File: config.mk
export PLATFORM = sky130hd
export DESIGN_NAME = write_arbiter
export DESIGN_NICKNAME = d
export VERILOG_FILES = /design/src/rtl/write_arbiter.sv
export SDC_FILE = /design/constraint.sdc
export NUM_CORES = 1
export LEC_CHECK = 0
export ABC_AREA = 1
export CORE_ASPECT_RATIO = 0.75
export CORE_UTILIZATION = 50
export CTS_CLUSTER_DIAMETER = 50
export CTS_CLUSTER_SIZE = 24
export DETAILED_ROUTE_END_ITERATION = 8
export DONT_BUFFER_PORTS = 1
export PLACE_DENSITY_LB_ADDON = 0.2
export REMOVE_ABC_BUFFERS = 1
export SETUP_SLACK_MARGIN = 0.15
export SLEW_MARGIN = 5
export SYNTH_ARGS = -nofsm -noshare
export SYNTH_HDL_FRONTEND = slang
export SYNTH_SLANG_ARGS = --single-unit
File: constraint.sdc
create_clock -name clk_i -period 10.8 [get_ports clk_i]
set_input_delay 0.54 -clock clk_i [delete_from_list [all_inputs] [get_ports clk_i]]
set_output_delay 0.54 -clock clk_i [all_outputs]
set_load 0.005 [all_outputs]
File: src/rtl/write_arbiter.sv
// Round-robin write arbiter: grants one ingress port at a time to chain_manager, then holds
// off further grants for one cycle per SRAM block of the granted packet.
module write_arbiter #(
    parameter int unsigned NPORT     = 16,
    parameter int unsigned BLK_SHIFT = 4
) (
    input  logic                 clk_i,
    input  logic                 rst_i,
    input  logic [NPORT-1:0]     req_i,
    input  logic [NPORT*8-1:0]   req_size_i,
    input  logic [NPORT*3-1:0]   req_pri_i,
    input  logic [NPORT*4-1:0]   req_dest_i,
    input  logic                 stall_i,
    output logic [NPORT-1:0]     gnt_o,
    output logic                 wea_o,
    output logic [7:0]           w_size_o,
    output logic [2:0]           priority_o,
    output logic [3:0]           dest_port_o,
    output logic                 busy_o
);

    localparam int unsigned PtrW = $clog2(NPORT);

    typedef enum logic [0:0] {StIdle, StHold} state_e;

    state_e            state_q, state_d;
    logic [PtrW-1:0]   rr_ptr_q, rr_ptr_d;
    logic [8:0]        hold_cnt_q, hold_cnt_d;
    logic [NPORT-1:0]  gnt_q, gnt_d;
    logic              wea_q, wea_d;
    logic [7:0]        w_size_q, w_size_d;
    logic [2:0]        pri_q, pri_d;
    logic [3:0]        dest_q, dest_d;

    logic              found;
    logic [PtrW-1:0]   winner;
    logic [PtrW-1:0]   idx;
    logic [7:0]        win_size;
    logic [8:0]        blocks;

    // First requesting port at or above rr_ptr, wrapping at the top.
    always_comb begin
        found  = 1'b0;
        winner = rr_ptr_q;
        idx    = rr_ptr_q;
        for (int unsigned i = 0; i < NPORT; i++) begin
            idx = rr_ptr_q + PtrW'(i);
            if (!found && req_i[idx]) begin
                found  = 1'b1;
                winner = idx;
            end
        end
    end

    // Hold length in blocks; a zero-size packet still occupies one cycle.
    always_comb begin
        win_size = req_size_i[int'(winner) * 8 +: 8];
        blocks   = ({1'b0, win_size} + 9'((1 << BLK_SHIFT) - 1)) >> BLK_SHIFT;
        if (blocks == 9'd0) begin
            blocks = 9'd1;
        end
    end

    always_comb begin
        state_d    = state_q;
        rr_ptr_d   = rr_ptr_q;
        hold_cnt_d = hold_cnt_q;
        gnt_d      = '0;
        wea_d      = 1'b0;
        w_size_d   = w_size_q;
        pri_d      = pri_q;
        dest_d     = dest_q;
        case (state_q)
            StIdle: begin
                if (!stall_i && found) begin
                    state_d    = StHold;
                    rr_ptr_d   = winner + PtrW'(1);
                    hold_cnt_d = blocks - 9'd1;
                    gnt_d      = {{(NPORT-1){1'b0}}, 1'b1} << winner;
                    wea_d      = 1'b1;
                    w_size_d   = win_size;
                    pri_d      = req_pri_i[int'(winner) * 3 +: 3];
                    dest_d     = req_dest_i[int'(winner) * 4 +: 4];
                end
            end
            StHold: begin
                if (hold_cnt_q == 9'd0) begin
                    state_d = StIdle;
                end else begin
                    hold_cnt_d = hold_cnt_q - 9'd1;
                end
            end
            default: state_d = StIdle;
        endcase
    end

    always_ff @(posedge clk_i) begin
        if (rst_i) begin
            state_q    <= StIdle;
            rr_ptr_q   <= '0;
            hold_cnt_q <= '0;
            gnt_q      <= '0;
            wea_q      <= 1'b0;
            w_size_q   <= '0;
            pri_q      <= '0;
            dest_q     <= '0;
        end else begin
            state_q    <= state_d;
            rr_ptr_q   <= rr_ptr_d;
            hold_cnt_q <= hold_cnt_d;
            gnt_q      <= gnt_d;
            wea_q      <= wea_d;
            w_size_q   <= w_size_d;
            pri_q      <= pri_d;
            dest_q     <= dest_d;
        end
    end

    assign gnt_o       = gnt_q;
    assign wea_o       = wea_q;
    assign w_size_o    = w_size_q;
    assign priority_o  = pri_q;
    assign dest_port_o = dest_q;
    assign busy_o      = (state_q == StHold);

endmodule

==> Word-level counts from Yosys, hierarchy flattened <==
Index checks and enable logic that the tools add are counted.
{ "word_totals": {"regBits": 46, "latch_bits": 0, "mem_count": 0, "ram_bits": 0, "rom_bits": 0} }
{ "classes": {"addsub": 19, "eq_ne": 2, "div": 0, "mux": 70, "shifts": 4, "reduce_logical": 38, "magnitude_cmp": 16, "n_mul": 1, "bitwise_logic": 2} }
{ "ops": {"columns": ["cell", "n"], "rows": [
  ["variable part select 128 x 8 -> 8 bit", 1],
  ["< comparator 4 x 5 -> 1 bit, second input constant", 16],
  ["binary-select mux 1 bit (select 4 bit)", 16],
  ["variable part select 64 x 7 -> 4 bit", 1],
  ["2-to-1 mux 4 bit", 15],
  ["variable part select 48 x 7 -> 3 bit", 1],
  ["2-to-1 mux 1 bit", 34],
  ["adder 4 bit, second input constant", 8],
  ["zero test 9 bit", 2],
  ["2-to-1 mux 9 bit", 2],
  ["one-hot mux 9 bit (2 select lines)", 1],
  ["subtractor 9 x 1 -> 9 bit, second input constant", 2],
  ["adder 4 x 3 -> 4 bit, second input constant", 4],
  ["logical AND 1 bit", 16],
  ["zero test 1 bit", 16],
  ["left shift 1 x 4 -> 16 bit, first input constant", 1],
  ["adder 8 x 4 -> 9 bit, second input constant", 1],
  ["adder 4 x 1 -> 4 bit, second input constant", 2],
  ["adder 4 x 2 -> 4 bit, second input constant", 2],
  ["multiplier 4 x 2 -> 6 bit, second input constant", 1],
  ["2-to-1 mux 5 bit", 1],
  ["!= test 2 bit, second input constant", 2],
  ["AND reduction 2 bit", 2],
  ["OR reduction 3 bit", 1],
  ["3 further kinds", 4]
]} }

==> Logic depth before layout (Yosys ltp) <==
{ "logic_depth": {"ltp_word": 55, "mapped_depth": 51, "depth_no_buf": 48} }

==> Least setup slack after synthesis <==
Ideal clock, no wire load.
{ "synth_path": {"path_kind": "reg-to-reg", "startpoint": "register rr_ptr_q[0]", "endpoint": "register hold_cnt_q[4]", "path_slack_ns": 6.156, "path_stages_with_launch": 42, "required_time_ns": 10.686, "t_arrival_ns": 4.531, "n_path_buf": 4, "cell_sequence": "dfxtp_1 > inv_2 > buf_6 > ha_1 > inv_2 > buf_2 > nand3_1 > nand3_1 > nand3_1 > nand2_2 > nand3_2 > nor2_4 > nand4_4 > nor2_4 > nand4_2 > nor2_2 > nand3_2 > nor2_2 > [6 not listed] > nand2_1 > nand2_1 > nand2_1 > nand2_1 > nand3_1 > nand2_2 > nand2_2 > nor2_2 > nand3_1 > nand3_1 > nand2_2 > inv_1 > ha_1 > nand2_2 > o21ai_0 > nand2_1 > o21bai_1 > inv_1"} }
{ "synth_between": {"elab_chain_len": 55} }
{ "synth_lines": {"columns": ["item", "line", "source"], "rows": [
  ["start, declared", "27", "logic [PtrW-1:0] rr_ptr_q, rr_ptr_d;"],
  ["start signal, assigned", "109", "rr_ptr_q <= rr_ptr_d;"],
  ["parallel branches: the longest is 55 deep, another holds adder 4 x 1 -> 4 bit", null, null],
  ["end signal, assigned", "110", "hold_cnt_q <= hold_cnt_d;"],
  ["end, declared", "28", "logic [8:0] hold_cnt_q, hold_cnt_d;"]
]} }
Several ways; the timed one is not identified. The select of a mux whose other input is x is not followed.
A chain may end at the register's enable or synchronous reset.

==> Worst setup path after layout <==
{ "layout_path": {"startpoint": "register rr_ptr_q[1]", "endpoint": "register hold_cnt_q[4]"} }
The elaborated chain is that of the path after synthesis.

==> metrics.yaml <==
gp_congestion: 1.03
synth-compound-area-share_pct: 12.8
relative_slew_margins_pct: 26.8
grt_pass1_vias: 6566
critPathMaxFanout: 116
min-delay-path-class: "in -> reg"
cts-root-to-sink-buffers: 2
worst-endpoint-required_ps: 11000
synth.top_cell.area_share_pct: 25.9
period_share_pct: 67.9
timing.critical_path.mode_cell: "sky130_fd_sc_hd__nand3_1"
die_y_um: 101
synth-adder-area-share_pct: 2.69
numCtsBuffers: 5
synth_xor_area_share_pct: 1.19
ys_seq_area_share_pct: 14.2
postCtsSetupBuffers: 0
fin_nets: 1428
clock_tree.root_cell: "sky130_fd_sc_hd__clkbuf_16"
grt_overflow: 0
mean_post_synth_cell_area_um2: 5.35
synth_top_family_by_area: "simple AND/OR/NAND/NOR gates"
route.vias.total: 7772
synth_seq_cells: 46
first_iter_violations: 732
post-route-min-period_ps: 7330
grt_start_max_net_pins: 117
edff_count_synth: 0
yosys-mux-area-fraction_pct: 0
final_hold_viol_count: 0
yosys.cell_types.count: 46
register_area_um2: 921
crit_slowest_cell: "sky130_fd_sc_hd__dfxtp_1"
floorplan.initialDensity_pct: 52.1
die_w_um: 134
finClkSkew_ps: 5.33
finalSetupTns_ps: 0
clk_pin_slew_worst_paths_ps: 70
report.final.setup_viol: 0
postSynth.asyncResetShare_pct: 0
top_level_ports: 292
timing.max_cap.violations: 0
gr-usage-all-layers_pct: 32.1
yosys.area_share.simple_pct: 57.0
slew_violations: 0
worst-endpoint-arrival_ps: 7530
worst_pin_slew_ps: 1100
timing.critical_path.slowest_cell_delay_ps: 850
grt_antenna_before_repair: 1
drtPass1Iterations: 5
holdBufCountCts: 0
yosys-top-cells-area: "sky130_fd_sc_hd__nand2_1 26%, sky130_fd_sc_hd__nand3_1 20%, sky130_fd_sc_hd__dfxtp_1 14%, sky130_fd_sc_hd__inv_1 5.1%, sky130_fd_sc_hd__o21ai_0 4.7%"
drt-vias-per-instance: 5.87
post_cts_resized: 0
drc: 0
grt_pass1_wl_um: 34300
numClockSinks: 46
drt-total-wl_um: 22300
die-area_mm2: 0.0135
post-synth-top-count-cell: "sky130_fd_sc_hd__nand2_1"
synth_largest_area_cell: "sky130_fd_sc_hd__nand2_1"
worst_setup_path_end_kind: "flip-flop"
syn_area_mm2: 0.00650
ys_dominant_reg_cell: "sky130_fd_sc_hd__dfxtp_1"
clock_tree.htree_level_count: 2
setup.worst_path.start_class: "flip-flop"
timing.fmax_mhz: 136
multi_input_area_mm2: 0.00480
post_route_cells_drive_above_1_share_pct: 6.23
clk_latency_ps: 300
run_status: "finished clean"
fillerInstances: 1338
setup.worst_path.class: "reg -> reg"
routedWlPerCell_um: 16.8
ys_top_cells_by_count: "448 x sky130_fd_sc_hd__nand2_1, 255 x sky130_fd_sc_hd__nand3_1, 88 x sky130_fd_sc_hd__inv_1"
synth_cells: 1215
detailedPlacementHpwl_um: 16800
core-area_mm2: 0.0125
synthToLayoutAreaGrowth_pct: -0.0770
rsz0062_at_grt: "no"
drt.antenna.violating_nets: 0
port_buffers: 0
synth_warn: 0
cts_tree: "yes"
num_rows: 35
-- cell families (layout without fill, tap and decap cells) --
logic type      Yosys count  in the layout
flops                    46             46
xor+xnor                  8              8
compound gates          137            137
buf+inv                 172            113
other cells               0              1
fa+ha+maj                14             14
simple gates            838            838
-- worst paths after layout --
kind | cells after the start | end | slack, ps | start
setup / recovery | 36 | hold_cnt_q[4]$_SDFFE_PP0P_ | 3470 | rr_ptr_q[1]$_SDFFE_PP0P_
hold / removal | 1 | hold_cnt_q[8]$_SDFFE_PP0P_ | 310 | rst_i
setup reg to reg | 36 | hold_cnt_q[4]$_SDFFE_PP0P_ | 3470 | rr_ptr_q[1]$_SDFFE_PP0P_
hold reg to reg | 2 | priority_o[1]$_SDFFE_PP0P_ | 550 | priority_o[1]$_SDFFE_PP0P_
-- critical path: cells and delay by family, from the launching register on --
kind                       cells  cell delay (ps)
AOI/OAI and AO/OA              3              380
adders and majority gates      2              730
buffers and inverters          6             1450
DFF                            1              850
and+or+nand+nor               25             3720
-- registers in the layout, indices dropped and copies added (netlist names) --
name	count
gnt_o	16
priority_o	3
dest_port_o	4
w_size_o	8
wea_o	1
rr_ptr_q	4
busy_o	1
hold_cnt_q	9
-- metal layers --
layer  part of all wire, %  routed length (um)  global-route usage (%)
met4                   2.2                 496                    6.91
met2                    41                9210                    48.6
met5                     0                   0                       0
met1                    45               10000                    43.9
met3                    11                2530                    10.7
-- through the flow --
stage               cell area (um^2)  worst slack, ps  std cells  hold WS (ps)  utilization [%]
finish                          6500             3470       1323           306             52.1
global route                    6500             2770       1323           292             52.1
CTS                             6500             3620       1322           297             52.1
detailed placement              6350             3640       1314           544             50.9
global placement                6350             3800       1314           537             50.9
floorplan                       6090             4160       1143           491                -
-- cell type report --
class                      count  area share, %
clock inverter                 3          0.385
antenna                        1         0.0385
inverter                     100           5.89
sequential                    46           14.2
multi-input combinational    997           73.8
clock buffer                   5           1.92
timing repair buffer           5          0.577
tap                          166           3.20
-- cells in the final DEF, fill, tap and decap left out, types with 2 or more instances in the layout --
master                        n
sky130_fd_sc_hd__a31oi_1      3
sky130_fd_sc_hd__o211ai_1     8
sky130_fd_sc_hd__nand3_2      3
sky130_fd_sc_hd__nor2_4       4
sky130_fd_sc_hd__nor3_1      14
sky130_fd_sc_hd__ha_1        14
sky130_fd_sc_hd__inv_2       10
sky130_fd_sc_hd__nand2_4      3
sky130_fd_sc_hd__inv_1       88
sky130_fd_sc_hd__o21bai_1     2
sky130_fd_sc_hd__a21oi_4      2
sky130_fd_sc_hd__o2111ai_1   20
sky130_fd_sc_hd__nand2_2     21
sky130_fd_sc_hd__nor2_2       9
sky130_fd_sc_hd__nand3_1    255
sky130_fd_sc_hd__dfxtp_1     46
sky130_fd_sc_hd__xnor2_1      2
sky130_fd_sc_hd__nand2_1    447
sky130_fd_sc_hd__o21ai_1     11
sky130_fd_sc_hd__nand4_1     13
sky130_fd_sc_hd__clkbuf_16    5
sky130_fd_sc_hd__nor2_1      63
sky130_fd_sc_hd__a21oi_1     23
sky130_fd_sc_hd__o21ai_0     61
sky130_fd_sc_hd__buf_4        5
sky130_fd_sc_hd__a311oi_1     2
sky130_fd_sc_hd__xor2_1       5
sky130_fd_sc_hd__inv_6        2
Power is left out: the tool's default activity adds up to more than one toggle a clock period on the data nets, which glitch-free logic cannot reach.
